`config.mk`:
```
export PLATFORM = sky130hd
export DESIGN_NAME = grant_burst_mux
export DESIGN_NICKNAME = d
export VERILOG_FILES = /design/src/rtl/grant_burst_mux_pkg.sv /design/src/rtl/grant_burst_mux_onehot_enc.sv /design/src/rtl/grant_burst_mux.sv
export SDC_FILE = /design/constraint.sdc
export NUM_CORES = 1
export LEC_CHECK = 0
export CAP_MARGIN = 20
export CELL_PAD_IN_SITES_DETAIL_PLACEMENT = 1
export CELL_PAD_IN_SITES_GLOBAL_PLACEMENT = 2
export CORE_MARGIN = 5
export CORE_UTILIZATION = 40
export DETAILED_ROUTE_END_ITERATION = 6
export DONT_BUFFER_PORTS = 1
export GPL_ROUTABILITY_DRIVEN = 0
export HOLD_SLACK_MARGIN = 0.08
export PLACE_DENSITY = 0.83
export SYNTH_ARGS = -nofsm -noshare
export SYNTH_HDL_FRONTEND = slang
export SYNTH_SLANG_ARGS = --single-unit
```
`constraint.sdc`:
```
create_clock -name clk -period 3.5 [get_ports clk]
set_input_delay 0.7 -clock clk [delete_from_list [all_inputs] [get_ports clk]]
set_output_delay 0.7 -clock clk [all_outputs]
set_load 0.02 [all_outputs]
```
`src/rtl/grant_burst_mux_pkg.sv`:
```
// grant_burst_mux_pkg: shared FSM state type and default sizing for the grant burst mux and its arbiter
package grant_burst_mux_pkg;
  localparam int DEF_N  = 4;
  localparam int DEF_DW = 8;
  localparam int DEF_LW = 3;
  typedef enum logic [1:0] {IDLE, XFER, DONE} state_e;
endpackage

```
`src/rtl/grant_burst_mux_onehot_enc.sv`:
```
// onehot_enc: one-hot to index encoder, flags whether the input is exactly one-hot
module onehot_enc
  import grant_burst_mux_pkg::*;
#(
  parameter int N  = DEF_N,
  parameter int IW = (N > 1) ? $clog2(N) : 1
) (
  input  logic [N-1:0]  vec,
  output logic [IW-1:0] idx,
  output logic          valid_onehot
);
  always_comb begin
    idx = '0;
    for (int i = 0; i < N; i++) idx = vec[i] ? (idx | IW'(i)) : idx;
  end
  assign valid_onehot = (vec != '0) && ((vec & (vec - 1'b1)) == '0);
endmodule

```
`src/rtl/grant_burst_mux.sv`:
```
// grant_burst_mux: streams a granted requester's burst (len+1 beats) to a shared resource with backpressure
module grant_burst_mux
  import grant_burst_mux_pkg::*;
#(
  parameter int N  = DEF_N,
  parameter int DW = DEF_DW,
  parameter int LW = DEF_LW
) (
  input  logic                 clk,
  input  logic                 rst_n,
  input  logic [N-1:0]         grant,
  input  logic [N*DW-1:0]      req_data,
  input  logic [N*LW-1:0]      req_len,
  output logic                 out_valid,
  input  logic                 out_ready,
  output logic [DW-1:0]        out_data,
  output logic [$clog2(N)-1:0] out_id,
  output logic                 out_last,
  output logic [N-1:0]         done,
  output logic                 busy,
  output logic                 err_grant
);
  localparam int IW = $clog2(N);
  state_e        state_q, state_d;
  logic [IW-1:0] id_q, id_d, enc_idx, sel;
  logic [LW-1:0] len_q, len_d, beat_cnt_q, beat_cnt_d, lane_len;
  logic [DW-1:0] data_q, data_d, lane_data;
  logic          err_q, err_d, enc_valid;
  onehot_enc #(.N(N), .IW(IW)) u_enc (
    .vec          (grant),
    .idx          (enc_idx),
    .valid_onehot (enc_valid)
  );
  // In IDLE the lane comes from the live grant; afterwards only the latched id matters
  assign sel       = (state_q == IDLE) ? enc_idx : id_q;
  assign lane_data = req_data[sel*DW +: DW];
  assign lane_len  = req_len[sel*LW +: LW];
  always_comb begin
    state_d    = state_q;
    id_d       = id_q;
    len_d      = len_q;
    beat_cnt_d = beat_cnt_q;
    data_d     = data_q;
    err_d      = err_q;
    case (state_q)
      IDLE: begin
        if (enc_valid) begin
          state_d    = XFER;
          id_d       = enc_idx;
          len_d      = lane_len;
          data_d     = lane_data;
          beat_cnt_d = '0;
        end else if (grant != '0) begin
          err_d = 1'b1;
        end
      end
      XFER: begin
        if (out_ready) begin
          state_d    = (beat_cnt_q == len_q) ? DONE : XFER;
          beat_cnt_d = (beat_cnt_q == len_q) ? beat_cnt_q : beat_cnt_q + 1'b1;
          data_d     = (beat_cnt_q == len_q) ? data_q : lane_data;
        end
      end
      DONE:    state_d = IDLE;
      default: state_d = IDLE;
    endcase
  end
  always_ff @(posedge clk or negedge rst_n) begin
    if (!rst_n) begin
      state_q    <= IDLE;
      id_q       <= '0;
      len_q      <= '0;
      beat_cnt_q <= '0;
      data_q     <= '0;
      err_q      <= 1'b0;
    end else begin
      state_q    <= state_d;
      id_q       <= id_d;
      len_q      <= len_d;
      beat_cnt_q <= beat_cnt_d;
      data_q     <= data_d;
      err_q      <= err_d;
    end
  end
  assign out_valid = (state_q == XFER);
  assign out_last  = out_valid && (beat_cnt_q == len_q);
  assign out_data  = data_q;
  assign out_id    = id_q;
  assign done      = (state_q == DONE) ? (N'(1) << id_q) : '0;
  assign busy      = (state_q != IDLE);
  assign err_grant = err_q;
endmodule
```
Yosys cells after proc, flatten, opt, wreduce, memory -nomap -nowiden
Cells that the tools add are included.
{ "totals": {"elab_cells": 48, "output_inout_bits": 18, "in_bits": 51, "reg_bits": 19} }
{ "classes": {"add_sub_neg": 2, "muxes": 17, "mul": 1, "bitwise_logic": 2, "n_shift": 3, "eq_ne": 6, "reduce_logical": 11} }
{ "ops": {"columns": ["cell", "n"], "rows": [
  ["variable part select 32 x 6 -> 8 bit", 1],
  ["two-way mux 8 bit", 3],
  ["one-hot mux 8 bit (2 select lines)", 1],
  ["two-way mux 2 bit", 6],
  ["variable part select 12 x 5 -> 3 bit", 1],
  ["two-way mux 3 bit", 3],
  ["one-hot mux 3 bit (2 select lines)", 1],
  ["bitwise AND 4 bit", 1],
  ["zero test 4 bit", 1],
  ["multiplier 2 x 2 -> 4 bit, second input constant", 1],
  ["two-way mux 4 bit", 1],
  ["!= test 2 bit, second input constant", 2],
  ["one-hot mux 2 bit (2 select lines)", 1],
  ["AND reduction 2 bit", 2],
  ["AND reduction 4 bit", 1],
  ["nonzero test 2 bit", 2],
  ["nonzero test 4 bit", 1],
  ["left shift 1 x 2 -> 4 bit, first input constant", 1],
  ["subtractor 4 x 1 -> 4 bit, second input constant", 1],
  ["adder 3 x 1 -> 3 bit, second input constant", 1],
  ["equality test 3 bit", 1],
  ["AND reduction 3 bit", 1],
  ["equality test 2 x 1 -> 1 bit, second input constant", 1],
  ["equality test 2 bit, second input constant", 1],
  ["other kinds (5)", 6]
]} }

Longest topological paths before layout
{ "depth": {"depth_word": 8, "ltp_mapped": 7, "mapped_depth_nobuf": 5} }

Hierarchy
Synthesis repeated with hierarchy kept, for this count alone.
{ "hier_totals": {"cells_unflattened": 88, "hier_area_um2": 1187.4} }
{ "modules_own_cells": {"columns": ["module", "instances", "seq_area_each_um2", "area_each_um2", "cells_per_inst"], "rows": [
  ["grant_burst_mux", 1, 475.5, 1137.3, 82],
  ["onehot_enc", 1, 0.0, 50.0, 6]
]} }

Least setup slack after synthesis
No wires, ideal clock.
{ "synth_path": {"path_type": "input-to-reg", "from": "input port grant[3]", "to": "register beat_cnt_q[0]", "path_buffers": 1, "cell_stages": 6, "arrival_ps": 2047, "t_required_ps": 3375, "setup_slack_ps": 1328, "setup_time_ps": 125, "cell_sequence": "or4b_1 > a21oi_2 > nor3_2 > a21oi_4 > buf_12 > mux2_4"} }
{ "synth_via": {"elab_chain_len": 6, "word_cells_on_any_way": 7, "cone_classes": "add/sub: 1; eq/ne: 1; bitwise: 1; reduce/logical: 4"} }
{ "synth_lines": {"columns": ["element", "line", "source"], "rows": [
  ["from (decl)", "grant_burst_mux.sv:11", "input logic [N-1:0] grant,"],
  ["subtractor 4 x 1 -> 4 bit", "grant_burst_mux_onehot_enc.sv:16", "assign valid_onehot = (vec != '0) && ((vec & (vec - 1'b1)) == '0);"],
  ["bitwise AND 4 bit", "grant_burst_mux_onehot_enc.sv:16", null],
  ["zero test 4 bit", "grant_burst_mux_onehot_enc.sv:16", null],
  ["logical AND 1 bit *", "grant_burst_mux_onehot_enc.sv:16", null],
  ["!= test 2 bit (no source line) *", null, null],
  ["AND reduction 4 bit (no source line) *", null, null],
  ["to (signal assigned)", "grant_burst_mux.sv:80", "beat_cnt_q <= beat_cnt_d;"],
  ["to (decl)", "grant_burst_mux.sv:26", "logic [LW-1:0] len_q, len_d, beat_cnt_q, beat_cnt_d, lane_len;"]
]} }
Every way passes the cells marked *; elsewhere a longest branch is shown, timed or not.
A chain may end at the register's enable or synchronous reset.

Worst setup path in the final report
{ "layout_path": {"from": "register state_q[0]", "to": "output port done[0]"} }
{ "layout_via": {"elab_chain_len": 2} }
{ "layout_lines": {"columns": ["element", "line", "source"], "rows": [
  ["from (decl)", "grant_burst_mux.sv:24", "state_e state_q, state_d;"],
  ["from (signal assigned)", "grant_burst_mux.sv:77", "state_q <= state_d;"],
  ["equality test 2 bit", "grant_burst_mux.sv:89", "assign done = (state_q == DONE) ? (N'(1) << id_q) : '0;"],
  ["two-way mux 4 bit", "grant_burst_mux.sv:89", null],
  ["to (decl)", "grant_burst_mux.sv:19", "output logic [N-1:0] done,"]
]} }
No other way between the ends.

==> out/metrics.cfg <==
[power]
internal_power_w = 0.0007605
power_density_nw_per_um2 = 944.0
seq_power_share_pct = 36.7
swShare_pct = 44.16
vdd_drop_max_uv = 306.9
p_clk_share_pct = 8.4
p_comb_share_pct = 54.9
power_switching_w = 0.0006014
p_leak_nw = 0.6551

[detailed_routing]
antenna_left = 0
avgViaCountPerCell = 5.699
routed-via-count = 946
drtIter0Drc = 24
finalWirelength_um = 3242
first_pass_iters = 2
drc = 0
post_drt_wl_per_cell_um = 19.53

[timing]
whs_ns = 0.4823
hold_viol_final = 0
slew_viol_final = 0
skew_ns = 0.008237
setup_viol = 0
worst_pin_slew_ns = 0.9595
max_freq_mhz = 417.9
layout_setup_ws_ns = 1.107
finalSetupTns_ns = 0
timing.final.crit_share_pct = 68.36
rsz0062_at_grt = no
slew_headroom_pct = 35.13
post-route-min-period_ns = 2.393

[clock_network]
root_buffer = clkbuf_4
clock_latency_ns = 0.30
cts_tree = built
htreeDepth = 1
cts-buffers-inserted = 3
clock-sinks = 19
clockBufferDepth = 2
clk_pin_slew_ns = 0.10

[worst_setup_path]
critPathBufInv = 0
end_kind = output port
crit_family = simple AND/OR/NAND/NOR gates
crit_type = reg2out
startpoint_type = register
crit_chain = nor4b_1
cpMaxStageDelayCell = nor4b_1
cp.arrival_ns = 1.69
cp.required_ns = 2.80
critPathMaxFanout = 8
max_stage_delay_ns = 0.88

[die]
row_count = 21
coreArea_um2 = 3363
start_util_pct = 41.41
die-area_um2 = 4762
ios = 69
die_h_um = 69.01
fp.dieW_um = 69.01

[finish]
fill_cells = 378
instances_no_fill = 166
fin_area_um2 = 1443
regArea_um2 = 475.5
antenna_cells = 0
multiInputGateArea_um2 = 845.8
finalNetCount = 173
drive_gt1_share_pct = 24.17
area_delta_synth_final_pct = 3.594

[global_routing]
grt_use_total_pct = 14.30
grt_pass1_vias = 1113
grt_antenna_before_repair = 0
grt.overflow.total = 0
grt_max_degree = 23
grt_pass1_wl_um = 5540

[logic_synthesis]
synth_flop_cell = dfrtp_1
yosysWarnings = 0
synth_area_per_cell_um2 = 11.70
yosys.cell_types.count = 33
synth_edf_count = 0
synth_common_cells = 35 x mux2i_1, 19 x dfrtp_1, 9 x mux2_4
synth_most_common_cell = mux2i_1
yosys.area.top_type = dfrtp_1
synth_top_area_share_pct = 34.14
synth.net_count = 171
ys_seq_area_share_pct = 34.14
synth_area_leaders = dfrtp_1 34%, mux2i_1 25%, mux2_4 9.7%
synthArstFlopShare_pct = 100.0
ys_ff_latch = 19
synth_cells = 119
syn_area_um2 = 1393

[job]
drv_cap = 0

[place]
placed_cell_area_um2 = 1405
place_ws_ns = 1.062
dpl.cell_count = 161
port-buffer-count = 0
dp_hpwl_um = 2537

[run_status]
status = finished clean

[worst_hold_path]
holdCritPathClass = in2reg

state kept, by name (all words and copies together) (netlist names):
register / count
out_data: 8
beat_cnt_q: 3
len_q: 3
out_id: 2
state_q: 2
err_grant: 1
worst reg2reg max path, delay by kind of cell, from the launching register on:
family | cells | cell delay (ns)
multiplexers | 4 | 1.09
flip-flops | 1 | 0.51
AND/OR/NAND/NOR | 1 | 0.28
power by group through the flow:
stage          registers [W]  clock network [W]  logic [W]
2_1_floorplan       0.000464                  0   0.000730
3_3_place_gp        0.000505                  0   0.000721
3_5_place_dp        0.000507                  0   0.000752
4_1_cts             0.000503           0.000119   0.000761
5_1_grt             0.000518           0.000131   0.000822
6_report            0.000500           0.000114   0.000748
cells by family after synthesis:
logic type,share of synthesized area (%)
muxes,39.71
buffers and inverters,5.121
and+or+nand+nor,10.96
xor gates and xnor gates,3.145
adders and majority gates,0.8983
AOI/OAI and AO/OA,6.020
DFF,34.14
cell type report:
type / count / share of cell area [%]
Sequential cell: 19 / 32.96
Timing Repair Buffer: 2 / 1.214
Clock inverter: 1 / 0.3469
Inverter: 5 / 1.301
Clock buffer: 3 / 1.561
Tap cell: 46 / 3.990
Multi-Input combinational cell: 90 / 58.63
metal layers:
| metal | wire length, um | track usage, % | vias to the layer above |
|---|---|---|---|
| met3 | 258 | 4.942 | 5 |
| met1 | 1270 | 16.37 | 461 |
| met4 | 39 | 3.905 | 0 |
| met5 | 0 | 0 | - |
| li1 | - | - | 436 |
| met2 | 1673 | 25.11 | 44 |
metrics by stage:
step	total power [W]	util, %
final	0.001362	42.89
after detailed placement	0.001258	41.78
after CTS	0.001384	42.89
after global placement	0.001226	41.78
after global routing	0.001472	42.89
after floorplan	0.001194	-
path summary, 6_finish.rpt:
check,startpoint,to,slack [ns],cells after the start
worst max-delay path,state_q[0]$_DFFE_PN0P_,done[0],1.11,1
worst min-delay path,out_ready,state_q[0]$_DFFE_PN0P_,0.48,1
worst max register to register,state_q[0]$_DFFE_PN0P_,len_q[1]$_DFFE_PN0P_,1.52,5
worst min register to register,len_q[0]$_DFFE_PN0P_,len_q[0]$_DFFE_PN0P_,0.54,1
max in group asynchronous,rst_n,out_id[1]$_DFFE_PN0P_,2.01,1
min in group asynchronous,rst_n,out_data[5]$_DFFE_PN0P_,0.95,1
placed cells by master (no fill, tap or decap), types with 3 or more instances in the layout:
master / Yosys / layout
mux2i_1: 35 / 35
mux2_4: 9 / 9
mux2_2: 6 / 6
clkbuf_4: 0 / 3
inv_1: 5 / 5
nand2_1: 4 / 4
xnor2_1: 5 / 5
dfrtp_1: 19 / 19
nor2_1: 4 / 4
timing repair:
item,4_1_cts,5_1_grt
hold buffers,1,0
resized for setup,0,0
buffers inserted,0,0
endpoints found under the hold margin,19,0
Note: power is estimated with default switching activity, not from simulation.
